`config.mk`:
```
export PLATFORM = sky130hd
export DESIGN_NAME = mem_access_unit
export DESIGN_NICKNAME = d
export VERILOG_FILES = /design/src/rtl/mem_access_unit.sv
export SDC_FILE = /design/constraint.sdc
export NUM_CORES = 1
export LEC_CHECK = 0
export ABC_AREA = 0
export CAP_MARGIN = 20
export CORE_ASPECT_RATIO = 0.9
export CORE_MARGIN = 8
export CORE_UTILIZATION = 56
export CTS_CLUSTER_SIZE = 8
export DETAILED_ROUTE_END_ITERATION = 8
export DONT_BUFFER_PORTS = 1
export PLACE_DENSITY = 0.85
export SYNTH_ARGS = -nofsm -noshare
export SYNTH_HDL_FRONTEND = slang
export SYNTH_SLANG_ARGS = --single-unit
```
`constraint.sdc`:
```
create_clock -name clk -period 2.1 [get_ports clk]
set_input_delay 0.42 -clock clk [delete_from_list [all_inputs] [get_ports clk]]
set_output_delay 0.42 -clock clk [all_outputs]
set_load 0.05 [all_outputs]
```
`src/rtl/mem_access_unit.sv`:
```
// mem_access_unit: MEM-stage data-memory sequencer.
// Latches a load/store from EX/MEM, holds the request stable until the
// memory responds, then releases the pipeline for exactly one cycle.
// Also aligns byte loads and counts stall cycles.
module mem_access_unit (
  input  logic        clk,
  input  logic        rst,
  input  logic        mem_read_in,
  input  logic        mem_write_in,
  input  logic        byte_op_in,
  input  logic [15:0] addr_in,
  input  logic [15:0] wdata_in,
  input  logic        dmem_resp,
  input  logic [15:0] dmem_rdata,
  input  logic        stall_clr,
  output logic        dmem_read,
  output logic        dmem_write,
  output logic [15:0] dmem_address,
  output logic [15:0] dmem_wdata,
  output logic [1:0]  dmem_byte_enable,
  output logic        pipe_advance,
  output logic [15:0] load_data,
  output logic [15:0] stall_count
);

  typedef enum logic [1:0] {IDLE, BUSY, DONE} state_t;

  // Attributes of the in-flight access, captured when it leaves IDLE.
  typedef struct packed {
    logic write;   // store (a simultaneous read request is dropped)
    logic byte_op; // LDB/STB
    logic hi;      // byte access targets the high lane
  } req_t;

  state_t state, state_nxt;
  req_t   req;
  logic   op_req;

  assign op_req = mem_read_in | mem_write_in;

  // State register; reset aborts any outstanding access.
  always_ff @(posedge clk or posedge rst) begin
    if (rst) state <= IDLE;
    else     state <= state_nxt;
  end

  // Next state: DONE always returns to IDLE and never looks at new input.
  always_comb begin
    state_nxt = state;
    case (state)
      IDLE:    if (op_req) state_nxt = BUSY;
      BUSY:    if (dmem_resp) state_nxt = DONE;
      DONE:    state_nxt = IDLE;
      default: state_nxt = IDLE;
    endcase
  end

  // Outputs: strobes only while BUSY; the pipeline moves on no-op or completion.
  always_comb begin
    dmem_read    = (state == BUSY) && !req.write;
    dmem_write   = (state == BUSY) &&  req.write;
    pipe_advance = !rst && (((state == IDLE) && !op_req) || (state == DONE));
  end

  // Capture the request so the memory sees stable values while EX/MEM may change.
  always_ff @(posedge clk or posedge rst) begin
    if (rst) begin
      req              <= '0;
      dmem_address     <= '0;
      dmem_wdata       <= '0;
      dmem_byte_enable <= '0;
    end else if ((state == IDLE) && op_req) begin
      req.write        <= mem_write_in;
      req.byte_op      <= byte_op_in;
      req.hi           <= addr_in[0];
      dmem_address     <= {addr_in[15:1], 1'b0};
      dmem_wdata       <= byte_op_in ? {wdata_in[7:0], wdata_in[7:0]} : wdata_in;
      dmem_byte_enable <= !byte_op_in ? 2'b11 : (addr_in[0] ? 2'b10 : 2'b01);
    end
  end

  // Load result: aligned and zero-extended for bytes; stores leave it untouched.
  always_ff @(posedge clk or posedge rst) begin
    if (rst) begin
      load_data <= '0;
    end else if ((state == BUSY) && dmem_resp && !req.write) begin
      if (!req.byte_op) load_data <= dmem_rdata;
      else if (req.hi)  load_data <= {8'h00, dmem_rdata[15:8]};
      else              load_data <= {8'h00, dmem_rdata[7:0]};
    end
  end

  // Stall counter: clear wins over increment; saturates at all ones.
  always_ff @(posedge clk or posedge rst) begin
    if (rst)                                         stall_count <= '0;
    else if (stall_clr)                              stall_count <= '0;
    else if (!pipe_advance && (stall_count != 16'hFFFF)) stall_count <= stall_count + 16'd1;
  end

endmodule

```
=== Word-level counts from Yosys, hierarchy flattened ===
Cells that the tools add are included.

* Add/subtract/negate cells: 1
* Reductions and logical operators: 16
* Equal/unequal tests: 5
* Bitwise logic cells: 1
* Mux-type cells: 10

{| class="wikitable"
|+ Operators by type and width
! operator !! number
|-
| $mux W16 || 4
|-
| $add A16 B1 Y16 const B || 1
|-
| $ne A16 B16 Y1 const B || 1
|-
| $logic_and A1 B1 Y1 || 8
|-
| $mux W2 || 4
|-
| $mux W8 || 1
|-
| $logic_not A1 Y1 || 4
|-
| $ne A2 B2 Y1 const B || 2
|-
| $pmux W2 S2 || 1
|-
| $eq A2 B1 Y1 const B || 1
|-
| $eq A2 B2 Y1 const B || 1
|-
| $logic_not A2 Y1 || 1
|-
| $reduce_and A2 Y1 || 1
|-
| $reduce_bool A2 Y1 || 1
|-
| $logic_or A1 B1 Y1 || 1
|-
| $or A1 B1 Y1 || 1
|}

* Bits of input ports: 55
* Register bits after elaboration: 70
* Logic and storage cells: 42

=== Logic depth before layout (Yosys ltp) ===
Gate-level depths: netlist of the first run.

* Depth in word-level cells: 9
* Depth in mapped cells: 6
* Depth with buffers taken out: 5

=== Least setup slack after synthesis of the first run ===
Ideal clock, no wire load.

* Path kind: reg-to-reg
* Start: reg stall_count[1]
* End: reg stall_count[13]
* Path buffers: 0
* Required time: 1.975 ns
* Path slack: 0.043 ns
* Clock period less this slack: 2.057 ns
* Arrival time: 1.933 ns
* Setup time: 0.125 ns
* Stages on the path, launching flop included: 6
* Path through: dfrtp_1 > ha_1 > nand4_1 > nor3_1 > nor4_1 > mux2_2

* Word-level cells in the longest chain between the ends: 3

{| class="wikitable"
|+ Ends and longest elaborated chain
! element !! RTL line !! RTL
|-
| start, declared || 23 || <nowiki>output logic [15:0] stall_count</nowiki>
|-
| start signal, assigned || 97 || <nowiki>else if (!pipe_advance && (stall_count != 16'hFFFF)) stall_count <= stall_count + 16'd1;</nowiki>
|-
| $add A16 B1 Y16 / $ne A16 B16 Y1 (equally long branches) || 97 ||
|-
| $mux W16 / $logic_and A1 B1 Y1 (equally long branches) || 97 ||
|-
| $mux W16 / $reduce_bool A2 Y1 (equally long branches) || n/a ||
|}

Several ways; a longest one is shown, not always the timed one. The select of a mux whose other input is x is not followed.
A chain may end at the register's enable or synchronous reset.

=== Worst setup path in the final report of the first run ===
* Start: reg state[0]
* End: out pipe_advance

* Word-level cells in the longest chain between the ends: 4

{| class="wikitable"
|+ Ends and longest elaborated chain
! element !! RTL line !! RTL
|-
| start, declared || 35 || <nowiki>state_t state, state_nxt;</nowiki>
|-
| start signal, assigned || 44 || <nowiki>else state <= state_nxt;</nowiki>
|-
| $logic_not A2 Y1 || 62 || <nowiki>pipe_advance = !rst && (((state == IDLE) && !op_req) || (state == DONE));</nowiki>
|-
| $logic_and A1 B1 Y1 || 62 ||
|-
| $logic_or A1 B1 Y1 * || 62 ||
|-
| $logic_and A1 B1 Y1 * || 62 ||
|-
| end, declared || 21 || <nowiki>output logic pipe_advance,</nowiki>
|}

Every way passes the cells marked *; elsewhere a longest branch is shown, timed or not.

==> results of run 1 <==
==> cells in the final DEF, fill, tap and decap left out, drive strengths merged, types with 2 or more instances in the layout <==
cell	n
nor3	3
nand3b	9
nor2	18
or3	3
nor2b	3
a21oi	20
dfrtp	70
or4	8
mux2	27
buf	26
inv	2
nor4	3
a31oi	2
or2	3
and2	2
nand3	4
o21ai	12
nand2	29
mux2i	17
nand2b	3
o21ba	2
bufinv	4
o31ai	8
nand4	5
o2111ai	3
clkbuf	11
==> logic make-up after synthesis <==
| family | after synthesis | share of synthesized area |
|---|---|---|
| AND/OR/NAND/NOR | 96 | 0.164 |
| flip-flops | 70 | 0.554 |
| buffers and inverters | 18 | 0.0246 |
| AO/OA/AOI/OAI | 52 | 0.101 |
| adder cells (fa/ha/maj) | 1 | 0.00396 |
| other | 1 | 0.00119 |
| multiplexers | 44 | 0.150 |
==> power breakdown <==
| part | total, W | switching, W | internal [W] |
|---|---|---|---|
| sequential | 0.00393 | 0.00209 | 0.00184 |
| clock | 0.00148 | 0.000505 | 0.000976 |
| combinational | 0.00127 | 0.000663 | 0.000610 |
==> worst max path at each step <==
stage | start | to
after floorplan | stall_count[1] | stall_count[13]
after global placement | rst | stall_count[13]
after detailed placement | state[0] | stall_count[13]
after CTS | state[0] | pipe_advance
after global routing | state[0] | pipe_advance
final | state[0] | pipe_advance
==> cell type report <==
cell class              count  area share
clock buffers              11      0.0411
clock inverters             5      0.0350
inverters                   3     0.00407
multi-input cells         194       0.361
flip-flops and latches     70       0.475
well taps                  70      0.0238
repair buffers             26      0.0597
==> flip-flops by register name, summed over array words and instances, names as in the netlist <==
name              flops
state                 2
dmem_wdata           16
load_data            16
dmem_address         15
req                   3
stall_count          16
dmem_byte_enable      2
==> stage by stage <==
| stage | instance area (sq um) | hold WS [ns] | power, W | setup slack, ns |
|---|---|---|---|---|
| 2_1_floorplan | 3160 | 0.481 | 0.00486 | 0.0428 |
| 3_3_place_gp | 3410 | 0.395 | 0.00517 | 0.253 |
| 3_5_place_dp | 3410 | 0.401 | 0.00527 | 0.201 |
| 4_1_cts | 3690 | 0.0244 | 0.00675 | 0.0931 |
| 5_1_grt | 3690 | 0.0506 | 0.00697 | 0.0478 |
| 6_report | 3690 | 0.0140 | 0.00668 | 0.103 |
==> per-layer routing <==
| layer | vias to the layer above | part of all wire |
|---|---|---|
| met5 | - | 0 |
| met4 | 0 | 0.0079 |
| met3 | 6 | 0.11 |
| met2 | 94 | 0.52 |
| met1 | 1120 | 0.36 |
| li1 | 1061 | - |
==> results.md, run 1 <==
- The reg2reg setup slack is approximately 0.17 ns.
- Timing would allow up to between 0.5 and 0.6 GHz.
- Counting every sink on the clock net gives 70.
- The worst setup path is launched from a register.
- The buffer levels on the longest clock path is 2.
- After routing, the total negative slack on setup checks comes to 0 ns.
- The finished layout holds 379 standard cells, fillers aside.
- The worst-case headroom to the max-slew limit is 0.484.
- In the synthesized netlist the dominant register cell turns out to be sky130_fd_sc_hd__dfrtp_1.
- The initial core utilization is 0.568.
- After floorplanning, the core was sized to cover 0.00556 sq mm.
- Post-CTS repair changed the size of 0 cells.
- In this run the worst path has a maximum fanout of 9.
- The total wire length is roughly 7600 microns.
- STA classifies the critical path endpoint as a primary output.
- The gate family responsible for the most delay along the worst path is simple AND/OR/NAND/NOR gates.
- The area of combinational cells with multiple inputs is between 0.001 and 0.0015 sq mm.
- Subtracting the final worst setup slack from the clock period gives between 1.5 and 2 ns.
- Clock-pin slew was measured on the worst setup and hold paths at 0.08 ns.
- The hold-fix buffer count after cts is 0.
- The gate count after technology mapping is ~280.
- The total CTS buffers is 9.
- From synthesis to final layout, the design area changed by 16.7%.
- After detailed routing, the average wire length per cell comes to between 20 and 25 microns.
- The worst setup path is of the reg -> out kind.
- The worst-case IR drop observed on VDD is between 1 and 1.5 mV.
- Of all flip-flops after synthesis, the portion carrying an async set or reset was 1.00.
- In this run the most used layer during global routing was met2.
- The total global-route track usage is 0.185.
- The number of ports placed on the die boundary is about 120.
- The met1 demand-to-capacity share in global routing is 0.208.
- The maximum level of the CTS H-tree is 3.
- The stage delay of the slowest cell on the critical path is 0.41 ns.
- The per-cell via count in the routed design is ~6.0.
- Power spread over the standard cell area amounts to ~1800 mW/mm^2.
- Of the available clock period, the critical path in the final layout requires 0.951.
- The max-slew violation count is 0.
- The detailed router finished its first iteration with 107 violations.
- The final RePlAce weighted congestion is just over 0.8.
- The startpoint identified for the worst register-to-register timing path is state[0].
- The die covers just over 0.008 sq mm.
- The critical path contains buffers and inverters numbering 2 combined.
- The worst register-to-register path has a depth of 4.
- The post-synthesis cell type with the largest combined area is sky130_fd_sc_hd__dfrtp_1.
- For the worst-skew pair, the clock arrives at the later sink with an insertion delay of 0.34 ns.
- The wire length of the first global-routing pass is roughly 12000 microns.
- The global routing usage on met3 is 0.0776.
- The total of endpoints with negative setup slack in the final report is 0.
- Yosys mapped a number of flops with a built-in enable equal to 0.
- For met2 alone, demand over resource in global routing was 0.307.
- By instance count, the cell type seen most on the critical path is sky130_fd_sc_hd__buf_4.
- Summing all flip-flop and latch instances after layout gives approximately 0.0018 sq mm.
- The standard cell with the maximum stage delay on the critical path is sky130_fd_sc_hd__dfrtp_1.
- The number of gates on the worst path with buffers counted is 4.
- By area the synthesized netlist is led by sky130_fd_sc_hd__dfrtp_1 (55%), sky130_fd_sc_hd__mux2_2 (9.6%), sky130_fd_sc_hd__mux2i_1 (5.4%), sky130_fd_sc_hd__nand2_1 (3.4%), sky130_fd_sc_hd__a21oi_1 (3.2%).
- Walking the worst path, the cells encountered are or2_2 -> nor2_1 -> buf_4 -> buf_4.
- The area of the mapped netlist is 0.00316 sq mm.
- The number of buffers inserted to repair setup after CTS is 0.
- The run finished with clean final reports.
- The count of different cell masters after synthesis is 39.
- The net count after synthesis is roughly 340.
- The HPWL after detailed placement is just under 6000 microns.
- The number of rows created at floorplan is 26.
- 0 antenna diodes ended up in the layout.
- Max-cap violations in this run came to 0.
- The number of warnings printed during yosys synthesis is 0.
- In this run the vertical extent of the chip is 87.3 microns.
- The final standard cell utilization of the core is 0.663.
- The number of vias after detailed routing is ~2.3k.
- The critical path required time is ~1.7 ns.
- The number of design rule violations left after detail routing is 0.
- The count of buffers from port buffering is 0.
- The final clock skew is between 0.006 and 0.007 ns.
- The share of synthesized area in the top cell type comes to 0.554.
- The fraction of layout instances using a drive strength above 1 is 0.256.
- Setup repair after global routing left no endpoint under its margin.
- The number of instances in the placed design is between 300 and 400.
- The first-pass detailed-route iteration total is 5.
- The mean instance size in the synthesized netlist is roughly 11 sq um.
- The die extent in x is 95.2 microns.
- TritonCTS built the clock tree.
- The final count of hold timing violations is 0.
- The count of antenna-violating nets left after detailed routing is 0.
- The leakage power figure is between 1.5 and 2 nW.
- The initial antenna violation count was 0.
- The library cell with the highest instance count after synthesis is sky130_fd_sc_hd__dfrtp_1.
- The slew of the pin with the lowest slew margin is 0.773 ns.
- The worst register-to-register path ends at stall_count[13].
- In this run the worst hold path is classified as in -> async.
- Counting flops and latches in the post-synthesis netlist gives 70.
- The tree is rooted in a sky130_fd_sc_hd__clkbuf_8.
- The share of the Yosys chip area taken by registers is 0.554.
- Sorting the synthesized cells by how often they occur yields sky130_fd_sc_hd__dfrtp_1 (70), sky130_fd_sc_hd__nand2_1 (29), sky130_fd_sc_hd__mux2_2 (27), sky130_fd_sc_hd__a21oi_1 (20), sky130_fd_sc_hd__nor2_1 (18).
- The via count of the first global-routing pass is between 2k and 2.5k.
- The remaining global-route overflow is 0.
- The final layout contains 360 nets.
- The maximum number of pins on one net before global-route repair is 47.
- After filler insertion, the fill cell instance count of the layout stands at 415.
- The data arrival time of the worst path is 1.58 ns.
Power figures use the tool's default switching activity.
==> inputs of run 2 (changes only) <==
CORE_UTILIZATION = 23   (was 56)
PLACE_DENSITY = 0.48   (was 0.85)
==> run 2 against run 1 <==
Net effect: non-clock buffer count rose by 4; combinational power barely moved; sequential share of layout area fell by 2.5 points; clock power rose by 11%; critical path type unchanged; critical endpoint unchanged; largest power group unchanged; highest routed layer unchanged.
==> results.md, run 2 (synthesized netlist as in run 1, its figures left out) <==
- Setup violations remaining at the end of the flow were counted as 0.
- The insertion delay to the later sink of the worst-skew pair is around 0.34 ns.
- The number of ports placed on the die boundary is 124.
- The type of the tightest min-delay check is in -> async.
- The count of cells in the finished layout, fillers not included, comes to about 480.
- The average detailed-routed wire length per instance is 17.6 microns.
- Leaving out fill and tap cells, the most frequent cell in the layout is sky130_fd_sc_hd__dfrtp_1.
- The via count of the first global-routing pass is about 2.5k.
- The maximum number of pins on one net before global-route repair is 47.
- Across the whole layout, storage elements account for 0.00175 sq mm.
- Clock tree synthesis inserted a total of 9 buffers.
- The endpoint type of the worst setup path is a primary output.
- The clock tree from TritonCTS is done.
- Routability-driven placement finished with a final weighted congestion of between 0.7 and 0.8.
- At the worst endpoint, the arrival time is between 1.5 and 2 ns.
- The number of buffers inserted to repair setup after CTS is 0.
- Global routing finished with a remaining overflow of 0.
- The die extent in x is 140 microns.
- The first detailed-routing pass ran for 4 iterations.
- The final-stage net count is around 360.
- The wire length of the first global-routing pass is 13900 microns.
- The floorplan die height is ~130 microns.
- The sum of negative setup slack is 0 ns.
- The clock passes through at most 2 buffers.
- In the final layout, the multi-input gates occupy between 0.001 and 0.0015 sq mm.
- The share of total power dissipated in sequential elements is 0.573.
- The core area is 0.0134 sq mm.
- STA classifies the critical path startpoint as a register.
- In the routed design, unresolved DRC markers number 0.
- The number of antenna diodes in the final layout is 0.
- The library cells used most frequently in the layout, excluding fill and tap cells, are sky130_fd_sc_hd__dfrtp_1 (70), sky130_fd_sc_hd__nand2_1 (29), sky130_fd_sc_hd__mux2_2 (27), sky130_fd_sc_hd__buf_4 (27), sky130_fd_sc_hd__a21oi_1 (20).
- The standard cell with the maximum stage delay on the critical path is sky130_fd_sc_hd__dfrtp_1.
- The total wire length is about 8500 microns.
- The maximum level of the CTS H-tree is 3.
- The share of total power dissipated in combinational logic is 0.187.
- The final critical path time including I/O delays and setup is between 1.5 and 2 ns.
- Dividing the final minimum period by the clock period gives 0.937.
- The final count of hold timing violations is 0.
- The number of vias after detailed routing is about 2.3k.
- The initial core utilization is 0.236.
- The share of total power dissipated in the clock network is 0.240.
- Max-cap violations in this run came to 0.
- Walking the worst path, the cells encountered are or2_2 -> nor2_1 -> buf_4 -> buf_6.
- The stage delay of the slowest cell on the critical path is around 0.40 ns.
- The die covers ~0.018 sq mm.
- The critical path required time is roughly 1.7 ns.
- Clock tree synthesis selected as its root buffer the cell sky130_fd_sc_hd__clkbuf_16.
- Port buffering added 0 buffers.
- The area growth from synthesis to layout is 23.0%.
- The critical path class is reg -> out.
- Summed over all cells, the static leakage comes to 1.69 nW.
- Once detailed placement completed, the half-perimeter wirelength came to between 6000 and 7000 microns.
- Cell internal power was estimated by the tool at about 0.0035 W.
- The fraction of layout instances using a drive strength above 1 is 0.262.
- In the final layout, the registers with the most flip-flops are dmem_wdata: 16 flops, load_data: 16 flops, stall_count: 16 flops.
- The per-cell via count in the routed design is approximately 4.7.
- Timing would allow up to ~0.51 GHz.
- Between clock sinks in the finished design, the worst skew comes to 0.00817 ns.
- Counting every sink on the clock net gives 70.
- The max-slew violation count is 0.
- The tightest hold path in the finished design has a slack of between 0.02 and 0.03 ns.
- Summed over all nets, the switching power comes to 0.00331 W.
- Across every metal layer, demand over resource in global routing totals 0.100.
- The fraction of power spent switching nets is 0.484.
- The post-CTS clock slew at the launch and capture registers of the worst setup and hold paths is around 0.060 ns.
- The initial antenna violation count came to 0.
- The worst voltage drop across the vdd grid is 0.754 mV.
- The number of instances in the placed design is approximately 470.
- In this run the worst path has a maximum fanout of 10.
- The initialized floorplan defines 40 standard-cell rows.
- In this run the tightest slew margin relative to its limit is 0.577.
- The run finished with clean final reports.
- Dividing total power by cell area gives a power density of about 1800 mW/mm^2.
- The count of antenna-violating nets left after detailed routing is 0.
- The slew of the pin with the lowest slew margin is about 0.63 ns.
- Setup repair after global routing left no endpoint under its margin.
- The DRC violation total after the first TritonRoute iteration is 60.
- The count of fill cells added during filler insertion is about 1.4k.
==> run 2: per-stage QoR <==
| step | utilization | power, W | area [sq um] | setup slack (ns) |
|---|---|---|---|---|
| 6_report | 0.291 | 0.00684 | 3890 | 0.131 |
| 5_1_grt | 0.291 | 0.00723 | 3890 | 0.0142 |
| 4_1_cts | 0.291 | 0.00698 | 3880 | 0.0683 |
| 3_5_place_dp | 0.266 | 0.00529 | 3560 | 0.246 |
| 3_3_place_gp | 0.266 | 0.00524 | 3560 | 0.263 |
| 2_1_floorplan | - | 0.00486 | 3160 | 0.0428 |
==> run 2: timing repair <==
item,in CTS,in global routing
gates resized for setup,0,1
endpoints found under the setup margin,0,1
hold buffers,0,0
==> run 2: worst paths after layout <==
| kind | start | endpoint | slack [ns] | cells past startpoint |
|---|---|---|---|---|
| worst max-delay path | state[0] | pipe_advance | 0.13 | 4 |
| worst min-delay path | rst | req[2] | 0.03 | 1 |
| worst max register to register | stall_count[1] | stall_count[13] | 0.22 | 5 |
| worst min register to register | req[0] | req[0] | 0.51 | 1 |
| max in group asynchronous | rst | dmem_wdata[1] | 1.45 | 2 |
| min in group clk | stall_clr | stall_count[15] | 0.14 | 1 |
==> run 2: area by class of cell <==
type,count,share of cell area
repair buffers,30,0.0653
clock inverters,5,0.0212
clock buffers,11,0.0624
multi-input cells,194,0.342
flip-flops and latches,70,0.451
well taps,168,0.0541
inverters,3,0.00386
==> run 2: worst max-delay path: cells and delay by family (launching register included) <==
kind,cells,cell delay (ns)
buffers and inverters,2,0.34
DFF,1,0.40
and+or+nand+nor,2,0.46
==> run 2: routing by layer <==
| metal | vias up | part of all wire | track usage |
|---|---|---|---|
| met1 | 1117 | 0.39 | 0.104 |
| met5 | - | 0 | 0 |
| met4 | 0 | 0.016 | 0.0389 |
| met2 | 80 | 0.49 | 0.167 |
| li1 | 1072 | - | - |
| met3 | 10 | 0.11 | 0.0577 |
==> run 2: power groups by stage <==
stage	logic (W)	clock network [W]	registers [W]
after global placement	0.00127	0	0.00397
after CTS	0.00131	0.00172	0.00395
final	0.00128	0.00164	0.00392
after global routing	0.00144	0.00177	0.00402
after detailed placement	0.00131	0	0.00398
after floorplan	0.00102	0	0.00384
==> inputs of run 3 (changes only) <==
CORE_UTILIZATION = 30   (was 23)
CTS_CLUSTER_DIAMETER = 150   (was default)
PLACE_DENSITY = 0.56   (was 0.48)
==> run 3 against run 2 <==
Net effect: critical path depth is 1 lower; worst setup slack got worse by 0.00093 ns; sequential share of layout area increased by 0.35 points; non-clock buffer count fell by 1; critical path type unchanged; highest routed layer unchanged.
==> results.md, run 3 (synthesized netlist as in run 1, its figures left out) <==
- The run finished with clean final reports.
- The tool flagged a number of max-cap violations equal to 0.
- The final clock skew is about 0.006 ns.
- The total routed wire length on the met1 layer is 3260 microns.
- The placed wire-length estimate is a little over 6000 microns.
- The total clock sinks is 70.
- Clock tree synthesis inserted a total of 9 buffers.
- For this configuration, the core starts out at a cell density of 0.308.
- The critical path launch point type is a register.
- Summed over all cells, the static leakage comes to about 1.7 nW.
- The number of design rule violations left after detail routing is 0.
- The largest registers in the layout are dmem_wdata: 16 flops, load_data: 16 flops, stall_count: 16 flops.
- Setup repair after global routing left no endpoint under its margin.
- The power consumption is about 0.0069 W.
- Of the total power, registers draw 0.567.
- At the end of the flow, the number of nets in the layout was between 300 and 400.
- Clock-pin slew was measured on the worst setup and hold paths at approximately 0.06 ns.
- The root cell of the clock tree is sky130_fd_sc_hd__clkbuf_16.
- The area taken by flip-flops and latches is approximately 0.0018 sq mm.
- For the pin with the worst max-slew slack, the measured transition is ~0.66 ns.
- The share of power burned in combinational logic is 0.183.
- The first global-routing pass estimated roughly 13000 microns of wire.
- At the later pin of the worst-skew pair, clock insertion delay measures approximately 0.32 ns.
- Buffers placed on the I/O ports in this run total 0.
- The worst pin sits at a relative slew slack of 0.563.
- The first detailed-routing pass took 4 iterations.
- The net switching power of the design is between 0.003 and 0.004 W.
- The highest layer used for signal routing is met4.
- Data on the critical path is required at its endpoint by ~1.7 ns.
- The maximum number of pins on one net before global-route repair is 71.
- The multi-input combinational cells in the finished layout cover a total of between 0.001 and 0.0015 sq mm.
- Hold is met by about 0.067 ns.
- The routed design could run at a clock period as short as roughly 2.0 ns.
- The top cell types in the final layout, fill and taps aside, are sky130_fd_sc_hd__dfrtp_1 (70), sky130_fd_sc_hd__nand2_1 (29), sky130_fd_sc_hd__mux2_2 (27), sky130_fd_sc_hd__buf_4 (27), sky130_fd_sc_hd__a21oi_1 (20).
- The initial antenna violation count is 0.
- IR analysis of the VDD net gives a maximum drop of 1.11 mV.
- The routed design uses 3990 microns of met2 wire.
- Of the available clock period, the critical path in the final layout requires 0.938.
- Of the cells placed in the final design, the portion with a size suffix greater than 1 is 0.266.
- The max-slew violation count is 0.
- Static timing analysis puts the maximum clock frequency at between 0.5 and 0.6 GHz.
- In this run the power density over the cells is around 1800 mW/mm^2.
- In the final timing run, aggregate negative setup slack is 0 ns.
- The initialized floorplan defines 35 standard-cell rows.
- At the end of the flow the core is filled with cells to 0.376.
- The area of the die is about 0.014 sq mm.
- The met3 routed wirelength is 865 microns.
- Of the total power, the share spent switching nets is 0.476.
- The detailed router placed between 2k and 2.5k vias in this run.
- The total global-route track usage is 0.119.
- The hold-fix buffer count after cts is 0.
- Leaving out fill and tap cells, the most frequent cell in the layout is sky130_fd_sc_hd__dfrtp_1.
- The total of endpoints with negative setup slack in the final report is 0.
- Counting the fill cells in the layout gives approximately 1.1k.
- The area growth from synthesis to layout is 22.1%.
- No sink is reached through more buffers than the 2 on the longest clock path.
- The die extent in x is approximately 120 microns.
- The endpoint type of the worst setup path is a primary output.
- The routed design has approximately 8300 microns of wire.
- The internal power is 0.00364 W.
- The congestion estimate from routability-driven global placement came to just over 0.8.
- 0 antenna diodes ended up in the layout.
- The final count of hold timing violations is 0.
- For this run the aggregate overflow at the end of global routing stands at 0.
- The critical path in this run is classified as reg -> out.
- The number of instances in the placed design is ~430.
- The min-delay analysis places its worst path in the category in -> async.
- The DRC violation total after the first TritonRoute iteration is between 70 and 80.
- The count of nets left with antenna violations once routing finished came out at 0.
- The post-layout instance count excluding filler cells is 441.
- The floorplan die height is ~110 microns.
- The clock tree from TritonCTS is done.
- The share of total power dissipated in the clock network is 0.250.
- The number of ports placed on the die boundary is around 120.
- The via count of the first global-routing pass is 2409.
- The core region is approximately 0.010 sq mm.
- The maximum level of the CTS H-tree is 3.
- In this run the worst path has a maximum fanout of 9.
- The data arrival time of the worst path is between 1.5 and 2 ns.
- The per-cell via count in the routed design is approximately 5.2.
- In the final routed layout, each cell accounts on average for roughly 19 microns.
==> run 3: cell count changes in the layout (fill, tap and decap cells not counted) <==
| cell | change |
|---|---|
| sky130_fd_sc_hd__nor2_4 | +1 |
| sky130_fd_sc_hd__clkbuf_1 | -1 |
| sky130_fd_sc_hd__bufinv_16 | +1 |
| sky130_fd_sc_hd__nor2_1 | -1 |
| sky130_fd_sc_hd__buf_6 | -1 |
| sky130_fd_sc_hd__clkinv_4 | -1 |
| sky130_fd_sc_hd__clkinv_2 | +1 |
==> run 3: worst paths after layout <==
kind	cells after the start	slack, ns	end	from
max in group asynchronous	2	1.74	load_data[11]	rst
max reg2reg	5	0.16	stall_count[7]	state[1]
min in group clk	1	0.15	stall_count[14]	stall_clr
max	3	0.13	pipe_advance	state[0]
min	2	0.07	stall_count[10]	rst
min reg2reg	1	0.51	req[0]	req[0]
==> run 3: repair_timing <==
action	in CTS	in global routing
endpoints found under the setup margin	1	1
buffers inserted	0	0
gates resized for setup	1	1
==> run 3: final cells by class <==
class / instances / area share
inverters: 3 / 0.00389
well taps: 129 / 0.0418
flip-flops and latches: 70 / 0.454
clock buffers: 10 / 0.0620
clock inverters: 6 / 0.0282
repair buffers: 29 / 0.0629
multi-input cells: 194 / 0.347
==> run 3: critical path, cell delays in order (launching register included) <==
cell	delay, ns
sky130_fd_sc_hd__dfrtp_1	0.41
sky130_fd_sc_hd__or2_2	0.36
sky130_fd_sc_hd__nor2_4	0.21
sky130_fd_sc_hd__buf_4	0.25
==> run 3: per-layer routing <==
| layer | vias to the layer above | GRT usage |
|---|---|---|
| met1 | 1133 | 0.134 |
| met5 | - | 0 |
| met2 | 77 | 0.187 |
| li1 | 1068 | - |
| met4 | 0 | 0.0515 |
| met3 | 10 | 0.0548 |
==> run 3: stage by stage <==
stage / setup WS, ns / area, sq um
finish: 0.130 / 3860
global route: 0.0280 / 3860
CTS: 0.0401 / 3850
detailed placement: 0.223 / 3500
global placement: 0.288 / 3500
floorplan: 0.0428 / 3160
==> run 3: power by group through the flow <==
stage / clock network (W) / logic (W) / registers [W]
finish: 0.00174 / 0.00127 / 0.00394
detailed placement: 0 / 0.00130 / 0.00399
global placement: 0 / 0.00125 / 0.00398
CTS: 0.00180 / 0.00130 / 0.00396
floorplan: 0 / 0.00102 / 0.00384
global route: 0.00184 / 0.00142 / 0.00403
==> edit (settings of run 2) <==
Register the output `stall_count` once more, with the module's reset; this adds one clock of latency there. The other outputs are not delayed to match.
--- a/src/rtl/mem_access_unit.sv
+++ b/src/rtl/mem_access_unit.sv
@@ -32,4 +32,6 @@
     logic hi;      // byte access targets the high lane
   } req_t;
+
+  logic [15:0] stall_count_s0;
 
   state_t state, state_nxt;
@@ -93,7 +95,15 @@
   // Stall counter: clear wins over increment; saturates at all ones.
   always_ff @(posedge clk or posedge rst) begin
-    if (rst)                                         stall_count <= '0;
-    else if (stall_clr)                              stall_count <= '0;
-    else if (!pipe_advance && (stall_count != 16'hFFFF)) stall_count <= stall_count + 16'd1;
+    if (rst)                                         stall_count_s0 <= '0;
+    else if (stall_clr)                              stall_count_s0 <= '0;
+    else if (!pipe_advance && (stall_count_s0 != 16'hFFFF)) stall_count_s0 <= stall_count_s0 + 16'd1;
+  end
+
+  always_ff @(posedge clk or posedge rst) begin
+    if (rst) begin
+      stall_count <= '0;
+    end else begin
+      stall_count <= stall_count_s0;
+    end
   end
 
Function: changed (Yosys sat finds a counterexample within 4 cycles, from zero or initial values and one cycle with rst high).
==> edit against run 2 <==
  * Clock power fell by 3%
  * Highest routed layer unchanged
  * Final area rose by 7.2%
  * Power rose by 4.2%
  * Sequential cell count rose by 16
  * Worst setup slack got worse by 0.0031 ns
  * Largest power group unchanged
  * Wire length rose by 4.5%
  * Area after synthesis rose by 13%
==> edit: results (changes against run 2) <==
run_status: "completed"
detailedRoute.firstPassIterationCount: 4  # unchanged
antenna-diode-count: 0  # unchanged
synth_area_leaders: "sky130_fd_sc_hd__dfrtp_1, sky130_fd_sc_hd__mux2_2, sky130_fd_sc_hd__mux2i_1, sky130_fd_sc_hd__a21oi_1, sky130_fd_sc_hd__nand2_1"
clkTransAtPathRegs_ns: 0.06  # about the same
cts.repair.resized: 0  # unchanged
io_buffers: 0  # unchanged
static_leakage_nw: 1.78  # +5.6%
number_of_inserted_filler_cells_in_the_final_layout: 1626  # +16%
first_iter_violations: 92  # +53%
gr-usage-all-layers: 0.0935  # -0.00701
post_synth_mux_area_share: 0.136  # -0.0138
grt_start_max_net_pins: 87  # +85%
root_buffer: "sky130_fd_sc_hd__clkbuf_16"
synth_cell_type_count: 38  # -2.6%
tritoncts.num_buffers: 9  # unchanged
htree_num_levels: 3  # unchanged
synth_flop_cell: "sky130_fd_sc_hd__dfrtp_1"
worst_hold_path_type: "input port to async pin"
nets: 361  # -0.82%
crit_path_max_incr_delay_ns: 0.37  # -0.03 ns
post_synth_xor_area_fraction: 0  # unchanged
fin_worst_skew_ns: 0.00357  # -0.00460 ns
timing_worst_slew_pin_value_ns: 0.521  # -0.112 ns
ir_worst_vdd_uv: 649  # -14%
grt_pass1_wl_um: 14300  # +3.0%
asyncSetResetFlopFracSynth: 1.00  # unchanged
antenna_found_initial: 0  # unchanged
place_hpwl_um: 6400  # +1.0%
synth_commonest_cells: "sky130_fd_sc_hd__dfrtp_1, sky130_fd_sc_hd__mux2_2, sky130_fd_sc_hd__nand2_1, sky130_fd_sc_hd__a21oi_1, sky130_fd_sc_hd__o21ai_0"
synth-seq-area-share: 0.603  # +0.0484
synth_compound_area_frac: 0.0876  # -0.0138
ys_warn_count: 0  # unchanged
post_synthesis_adder_cell_area_fraction: 0.00351  # -0.000455
num_vias: 2309  # +1.3%
path_max_fanout: 12  # +2
cp-start-kind: "flop"
worst-endpoint-arrival_ns: 1.55  # about the same
critPathSlowestCell: "sky130_fd_sc_hd__dfrtp_1"
share_of_post_route_cells_with_drive_strength_above_1: 0.210  # -0.0523
ctsLongestPathBuffers: 2  # unchanged
routed_wire_length_per_instance_um: 17.3  # -1.8%
later_pin_clock_latency_in_the_skew_report_ns: 0.34  # about the same
cts_setup_buffers: 0  # unchanged
gp_congestion: 0.767  # -1.0%
grt_pass1_vias: 2547  # +2.3%
edit: critical path, delay by kind of cell, from the launching register on:
| family | cells | cell delay (ns) |
|---|---|---|
| DFF | 1 | 0.37 |
| buffers and inverters | 2 | 0.49 |
| AOI/OAI and AO/OA | 1 | 0.18 |
| and+or+nand+nor | 1 | 0.16 |
edit: kinds of logic (layout without fill, tap and decap cells):
group,count (synthesis),count (layout)
adders and majority gates,1,1
and+or+nand+nor,91,91
DFF,86,86
muxes,45,45
other,1,1
buffers and inverters,21,32
AOI/OAI and AO/OA,54,54
edit: cell type report:
type,instances,area (um2),share of cell area
sequential,86,2150,0.516
multi-input combinational,192,1320,0.315
tap,202,253,0.0606
clock buffer,10,229,0.0549
timing repair buffer,12,128,0.0306
clock inverter,6,70.1,0.0168
inverter,4,22.5,0.00540
edit: routing by layer:
metal	GRT usage	vias to the layer above	wire length (um)
met5	0	-	0
met1	0.0989	1151	3460
li1	-	1073	-
met2	0.156	76	4450
met3	0.0549	9	862
met4	0.0238	0	89
edit: path summary, 6_finish.rpt:
check | start | end | slack [ns] | depth (start not counted)
min in group clk | stall_clr | stall_count_s0[6]$_DFFE_PP0P_ | 0.14 | 1
worst min register to register | stall_count_s0[15]$_DFFE_PP0P_ | stall_count[15]$_DFF_PP0_ | 0.45 | 0
worst min-delay path | rst | stall_count[2]$_DFF_PP0_ | 0.08 | 2
max in group asynchronous | rst | dmem_wdata[1]$_DFFE_PP0P_ | 1.67 | 2
worst max-delay path | state[1]$_DFFE_PP0P_ | pipe_advance | 0.13 | 4
worst max register to register | state[1]$_DFFE_PP0P_ | stall_count_s0[3]$_DFFE_PP0P_ | 0.18 | 6
edit: metrics by stage:
step / worst slack [ns] / total power [W] / cell area (um2) / cells
after floorplan: 0.198 / 0.00519 / 3580 / 299
final: 0.128 / 0.00712 / 4170 / 512
after global routing: 0.0201 / 0.00754 / 4170 / 512
after global placement: 0.261 / 0.00558 / 3870 / 496
after detailed placement: 0.213 / 0.00564 / 3870 / 496
after CTS: 0.0654 / 0.00729 / 4170 / 512
edit: report_power, final:
part	total [W]	switching [W]	internal, W
clock network	0.00159	0.000660	0.000930
logic	0.00126	0.000631	0.000627
registers	0.00428	0.00212	0.00216
